File: src/rtl/inst_fetch.sv
// MIPS instruction-fetch stage: owns the PC, reads the instruction bus with req/ack and feeds IF/ID.
// Outputs are combinational from state and bus inputs; a flushed in-flight read is drained in DROP.
module inst_fetch #(
    parameter logic [31:0] RESET_PC = 32'hBFC0_0000
) (
    input  logic        clk,
    input  logic        rst,
    input  logic [5:0]  stall,
    input  logic        branch_flag,
    input  logic [31:0] branch_target,
    input  logic        flush,
    input  logic [31:0] new_pc,
    output logic        ibus_req,
    output logic [31:0] ibus_addr,
    input  logic        ibus_ack,
    input  logic [31:0] ibus_rdata,
    output logic [31:0] if_pc,
    output logic [31:0] if_inst,
    output logic        stallreq_if
);

    typedef enum logic [1:0] {FETCH, HOLD, DROP} state_t;

    state_t      state, state_nxt;
    logic [31:0] pc, pc_nxt;
    logic [31:0] req_addr, req_addr_nxt;
    logic [31:0] hold_inst, hold_inst_nxt;
    logic [31:0] seq_pc;
    logic        valid;
    logic        handoff;
    logic        unused_stall;

    assign unused_stall = ^stall[5:1];

    always_ff @(posedge clk) begin
        if (rst) begin
            state     <= FETCH;
            pc        <= RESET_PC;
            req_addr  <= RESET_PC;
            hold_inst <= '0;
        end else begin
            state     <= state_nxt;
            pc        <= pc_nxt;
            req_addr  <= req_addr_nxt;
            hold_inst <= hold_inst_nxt;
        end
    end

    always_comb begin
        state_nxt     = state;
        pc_nxt        = pc;
        req_addr_nxt  = req_addr;
        hold_inst_nxt = hold_inst;
        valid         = ((state == FETCH) && ibus_ack) || (state == HOLD);
        handoff       = valid && !stall[0] && !flush;
        // The instruction handed off alongside branch_flag is the delay slot.
        seq_pc        = branch_flag ? branch_target : pc + 32'd4;

        unique case (state)
            FETCH: begin
                req_addr_nxt = pc;
                if (flush) begin
                    pc_nxt = new_pc;
                    if (!ibus_ack)
                        state_nxt = DROP;
                end else if (handoff) begin
                    pc_nxt = seq_pc;
                end else if (ibus_ack) begin
                    hold_inst_nxt = ibus_rdata;
                    state_nxt     = HOLD;
                end
            end
            HOLD: begin
                if (flush) begin
                    pc_nxt    = new_pc;
                    state_nxt = FETCH;
                end else if (handoff) begin
                    pc_nxt    = seq_pc;
                    state_nxt = FETCH;
                end
            end
            DROP: begin
                // The old request stays on the bus until acked; its data is thrown away.
                if (flush)
                    pc_nxt = new_pc;
                if (ibus_ack)
                    state_nxt = FETCH;
            end
            default: state_nxt = FETCH;
        endcase
    end

    always_comb begin
        ibus_req    = (state != HOLD);
        ibus_addr   = (state == DROP) ? req_addr : pc;
        if_pc       = '0;
        if_inst     = '0;
        stallreq_if = 1'b1;
        if (valid && !flush) begin
            if_pc       = pc;
            if_inst     = (state == FETCH) ? ibus_rdata : hold_inst;
            stallreq_if = 1'b0;
        end
        if (rst) begin
            ibus_req    = 1'b0;
            ibus_addr   = '0;
            if_pc       = '0;
            if_inst     = '0;
            stallreq_if = 1'b0;
        end
    end

endmodule

File: config.mk
export PLATFORM = sky130hd
export DESIGN_NAME = inst_fetch
export DESIGN_NICKNAME = d
export VERILOG_FILES = /design/src/rtl/inst_fetch.sv
export SDC_FILE = /design/constraint.sdc
export NUM_CORES = 1
export LEC_CHECK = 0
export BUFFER_PORTS_ARGS = -buffer_cell sky130_fd_sc_hd__buf_2
export CORE_MARGIN = 2
export CORE_UTILIZATION = 40
export CTS_CLUSTER_DIAMETER = 60
export CTS_CLUSTER_SIZE = 24
export DETAILED_ROUTE_END_ITERATION = 6
export GPL_TIMING_DRIVEN = 0
export PLACE_DENSITY_LB_ADDON = 0.1
export SYNTH_ARGS = -nofsm -noshare
export SYNTH_HDL_FRONTEND = slang
export SYNTH_SLANG_ARGS = --single-unit
File: constraint.sdc
create_clock -name clk -period 2.3 [get_ports clk]
set_input_delay 0 -clock clk [delete_from_list [all_inputs] [get_ports clk]]
set_output_delay 0 -clock clk [all_outputs]
set_load 0.01 [all_outputs]
---- Yosys cells after proc, flatten, opt, wreduce, memory -nomap -nowiden ----
Cells that the tools add are included.
word-level totals
  logic and storage cells ................. 53
  bits in read-only memories .............. 0
  output and inout port bits .............. 98
  input port bits ......................... 107
  bits in latches ......................... 0
  register bits ........................... 98
  memory bits (writable) .................. 0
  memories ................................ 0
operators by class
  divide/modulo/power cells ............... 0
  multiply operators ...................... 0
  shift-type cells ........................ 0
  mux-type cells .......................... 23
  order comparisons ....................... 0
  reduce and logical (&&, ||, !) cells .... 13
  equal/unequal tests ..................... 10
  bitwise logic cells ..................... 2
  add/subtract/negate cells ............... 1
operators with widths
  kind                   count
  $mux 32                11
  $pmux 32 s2            1
  $add 32x3->32 const B  1
  $mux 2                 7
  $ne 3x3->1 const B     4
  $pmux 2 s3             1
  $reduce_and 5->1       1
  $logic_and 1x1->1      4
  $ne 2x2->1 const B     2
  $reduce_and 4->1       1
  $mux 1                 3
  $ne 3x1->1 const B     1
  $reduce_and 3->1       1
  $eq 2x1->1 const B     1
  $eq 2x2->1 const B     1
  $logic_not 1->1        2
  $logic_not 2->1        1
  $ne 2x1->1 const B     1
  $not 1->1              2
  $reduce_bool 2->1      1
  $reduce_or 2->1        1
  $logic_or 1x1->1       1

---- Longest topological paths before layout ----
  depth after elaboration ................. 8
  depth in mapped cells ................... 8

---- Least setup slack after synthesis ----
No wires, ideal clock.
  path kind ............................... flip-flop to flip-flop
  from .................................... register pc[6]
  to ...................................... register pc[31]
  arrival ................................. 1.995 ns
  slack ................................... 0.214 ns
  path buffers ............................ 1
  cell stages (with the launch flop) ...... 7
  data required time ...................... 2.209 ns
  period minus slack after synthesis ...... 2.086 ns
  path through ............................ dfxtp_1 buf_2 nand4_4 or4_1 nor4_1 mux2_2 a311oi_1
on the way
  longest elaborated chain between the ends .. 5
RTL lines
  item                    line    RTL
  start, declared         25      logic [31:0] pc, pc_nxt;
  start signal, assigned  43      pc <= pc_nxt;
  $add 32x3->32           57      seq_pc = branch_flag ? branch_target : pc + 32'd4;
  $mux 32                 57
  $mux 32                 66, 77
  $mux 32                 74      if (flush) begin
  $pmux 32 s2             59      unique case (state)
No other way between the ends. The select of a mux whose other input is x is not followed.
A chain may end at the register's enable or synchronous reset.

---- Worst setup path in the final report ----
  from .................................... register pc[15]
  to ...................................... register pc[27]
The elaborated chain is that of the path after synthesis.

==> results by stage <==
Yosys:
- The number of nets handed over by synthesis was 1,010.
- After synthesis the cells add up to 5950 sq um.
- After synthesis, the cell types taking the most area are sky130_fd_sc_hd__dfxtp_1, sky130_fd_sc_hd__nand2_1, sky130_fd_sc_hd__a21oi_1, sky130_fd_sc_hd__clkbuf_1, sky130_fd_sc_hd__and2_1.
- Of the post-synthesis cell area, the dominant cell type holds 0.330.
- The cell type with the largest total area after synthesis is sky130_fd_sc_hd__dfxtp_1.
- The count of synthesis-stage warnings from yosys is 0.
- After synthesis the netlist holds a flip-flop and latch count of 98.
- After synthesis, the netlist uses 58 different library cells.
- The cell count after synthesis came out at 902.
- The number of enable flip-flop cells after synthesis is 0.
- Averaged over all synthesized cells, the footprint is 6.60 sq um.
- The most used flip-flop cell after synthesis is sky130_fd_sc_hd__dfxtp_1.
- For this run, the register share of the synthesized area comes to 0.330.
- Counting flops with an async set or reset pin after synthesis yields a share of 0.

Route:
- The detail route stage leaves a number of antenna-violating nets equal to 0.
- The pre-antenna-repair detailed-routing pass consisted of 5 iterations.
- The mean routed wirelength per cell is 16.8 um.
- For this block, the initial DRC count from the detailed router was 561.
- The number of DRC violations after detailed routing is 0.
- After detailed routing, the number of vias per cell comes to 5.36.
- The final layout contains routed wiring with a total length of 22.7 mm.
- The via total after detailed routing is 7,248.

Cells and area:
- Leaving out fill and tap cells, the most frequent cells in the layout are sky130_fd_sc_hd__nand2_1, sky130_fd_sc_hd__buf_2, sky130_fd_sc_hd__a21oi_1, sky130_fd_sc_hd__dfxtp_1, sky130_fd_sc_hd__clkbuf_1.
- The antenna diode count is 0.
- The fill cell total of the finished layout is 1,514.
- The proportion of layout cells with a drive suffix above 1 is 0.233.
- Leaving out fill and tap cells, the most frequent cell in the layout is sky130_fd_sc_hd__nand2_1.
- The total number of nets in the final design is 1,271.
- Relative to the synthesized area, the layout overhead comes to 36.1%.
- At the end of the flow the core is filled with cells to 0.558.
- Once layout is complete, the cells apart from fillers number 1,352.

Clock network:
- After clock tree synthesis, the clock-pin slew on the worst setup and hold paths is 0.08 ns.
- In this run the number of H-tree levels came out at 3.
- The TritonCTS clock tree is yes.
- The clock tree buffer depth is 2.
- The insertion delay to the later sink of the worst-skew pair is 0.37 ns.
- Clock tree synthesis selected as its root buffer the cell sky130_fd_sc_hd__clkbuf_16.
- The total CTS buffers is 9.
- The clock drives 98 sinks.

STA:
- The final-report hold violation count came to 0.
- The worst path in the final design needs a cycle of 2.24 ns, including I/O delays and setup.
- Headroom to the max-slew limit came out at 0.383.
- Timing would allow up to 447 MHz.
- The transition time at the pin with the least slew margin is 0.917 ns.
- Between clock sinks in the finished design, the worst skew comes to 0.0122 ns.
- The final number of max-transition violations was 0.
- The fraction of the cycle the final worst path needs is 0.973.
- The count of endpoints failing setup in the final report is 0.
- Setup repair after global routing could not meet its margin everywhere.

Worst setup path:
- The cell depth of the worst flop-to-flop path is 5.
- The kind of end point of the critical path is a register.
- The worst register-to-register path ends at pc[27].
- The delay of the slowest cell on the worst path is 0.82 ns.
- The startpoint type of the worst setup path is a register.
- The internal reg-to-reg setup slack is 0.06 ns.
- The critical path is of the register to register type.
- In this run the critical register-to-register path is launched from pc[15].
- Walking the worst path, the cells encountered are nand4_4, nor4_1, and2_1, a41oi_1, o32a_1.
- The top fanout value on the critical path is 7.
- The endpoint arrival time on the critical path is 2.50 ns.
- The cell with the largest stage delay on the worst path is sky130_fd_sc_hd__nor4_1.
- The worst endpoint required time is 2.56 ns.

Floorplanning:
- Pin placement for this block handled 205 I/O pins.
- The die boundary height is 126 um.
- The die covers 15,900 sq um.
- The die is 126 um wide.
- The cell row count is 44.
- The initial cell density of the core is 0.410.
- In this run the standard cell core region covers 14,500 sq um.

Placed design:
- The count of buffers added on input and output ports is 199.
- The placed wire-length estimate after detailed placement is 16.4 mm.
- The global placement routability congestion is 0.928.
- The number of placed instances, taps included, is 1,286.

Pwr:
- IR analysis of the VDD net gives a maximum drop of 0.418 mV.
- The analysis attributes to cell leakage a power of 3.58 nW.
- In this run the power density over the cells is 569 nW/um^2.

Run status:
- The run finished with clean final reports.

Global route:
- The overflow left after global routing is 0.
- The via count of the first global-routing pass is 6,655.
- The total global-route track usage is 0.279.
- The wire length of the first global-routing pass is 35.4 mm.
- The largest net degree at the start of global routing is 17.
- The number of antenna violations at the first check in global routing came to 0.

Worst hold path:
- In this run the most critical hold path is launched from new_pc[30].
- The class of the worst hold path is primary input to register.
- For hold timing, the worst endpoint is pc[30].
- The worst hold path was traced through 3 stages.

Job:
- The max-capacitance violation count is 0.
==> how the worst max path moves through the flow <==
| stage | slack [ns] | to | depth (start not counted) | start |
|---|---|---|---|---|
| 5_1_grt | -0.01 | ibus_addr[11] | 8 | state[1] |
| 3_3_place_gp | -0.37 | if_pc[22] | 5 | state[1] |
| 4_1_cts | -0.16 | if_inst[31] | 6 | state[1] |
| 6_report | 0.06 | pc[27] | 5 | pc[15] |
| 3_5_place_dp | -0.17 | ibus_addr[21] | 8 | state[1] |
| 2_1_floorplan | 0.21 | pc[31] | 6 | pc[6] |
==> cell type report <==
class | instances | area, sq um | area share
buffer | 83 | 372 | 0.0459
clock buffer | 11 | 243 | 0.0300
clock inverter | 5 | 85.1 | 0.0105
inverter | 7 | 26.3 | 0.00324
multi-input combinational | 713 | 3680 | 0.454
sequential | 98 | 1960 | 0.242
tap | 184 | 230 | 0.0284
timing repair buffer | 251 | 1500 | 0.186
==> registers in the layout (all words and copies together) (netlist names) <==
signal     flops
pc            32
req_addr      32
hold_inst     32
state          2
==> stage by stage <==
stage	area [sq um]	TNS, ns	setup WS [ns]	hold slack, ns	power [mW]
floorplan	5950	0	0.214	0.122	2.48
global placement	7180	-9.61	-0.369	0.257	2.86
detailed placement	7190	-4.25	-0.167	0.260	2.87
CTS	8030	-1.23	-0.165	0.000748	4.62
global route	8100	-0.0127	-0.0124	0.0179	4.82
finish	8100	0	0.0622	0.00708	4.61
==> synth_stat cells, drive strengths merged (2+ instances only) <==
library cell / n
a2111oi: 3
a211o: 2
a211oi: 6
a21o: 7
a21oi: 147
a221oi: 3
a311oi: 4
a31oi: 7
and2: 32
and3: 8
and4: 6
buf: 19
clkbuf: 65
dfxtp: 98
inv: 7
mux2: 2
mux2i: 4
nand2: 292
nand2b: 10
nand3: 17
nand3b: 9
nand4: 8
nor2: 39
nor2b: 2
nor3: 14
nor3b: 3
nor4: 8
o211ai: 6
o21a: 2
o21ai: 32
o21bai: 2
o31a: 3
o31ai: 2
o32ai: 2
o41ai: 2
or3: 5
or4: 2
xnor2: 6
xor2: 3
==> metal layers <==
layer / vias to the layer above / GRT usage / wire length (um)
li1: 3590 / - / -
met1: 3314 / 0.368 / 9940
met2: 312 / 0.466 / 10600
met3: 32 / 0.0484 / 1670
met4: 0 / 0.0853 / 456
met5: - / 0 / 0
==> critical path: cells and delay by family (launching register included) <==
kind	cells	cell delay, ns
AOI/OAI and AO/OA	2	0.31
DFF	1	0.54
and+or+nand+nor	3	1.28
==> where the power goes <==
| group | switching [mW] | total, mW | leakage, nW | internal, mW |
|---|---|---|---|---|
| logic | 0.626 | 1.04 | 2.62 | 0.411 |
| registers | 0.0854 | 1.89 | 0.804 | 1.80 |
| clock network | 0.700 | 1.69 | 0.156 | 0.989 |
| total | 1.41 | 4.61 | 3.58 | 3.20 |
==> cells by family after synthesis <==
family / after synthesis / share of synthesized area
simple gates: 458 / 0.352
compound gates: 239 / 0.233
flops: 98 / 0.330
buf+inv: 91 / 0.0601
xor+xnor: 9 / 0.0132
mux: 6 / 0.0105
fa+ha+maj: 1 / 0.00210
==> timing repair <==
item	4_1_cts	5_1_grt
cloned	0	0
endpoints found under the setup margin	86	89
endpoints found under the hold margin	47	0
buffers inserted	2	2
pin swaps	1	2
gates resized for setup	16	36
hold buffers	47	0
Note: power is estimated with default switching activity, not from simulation.
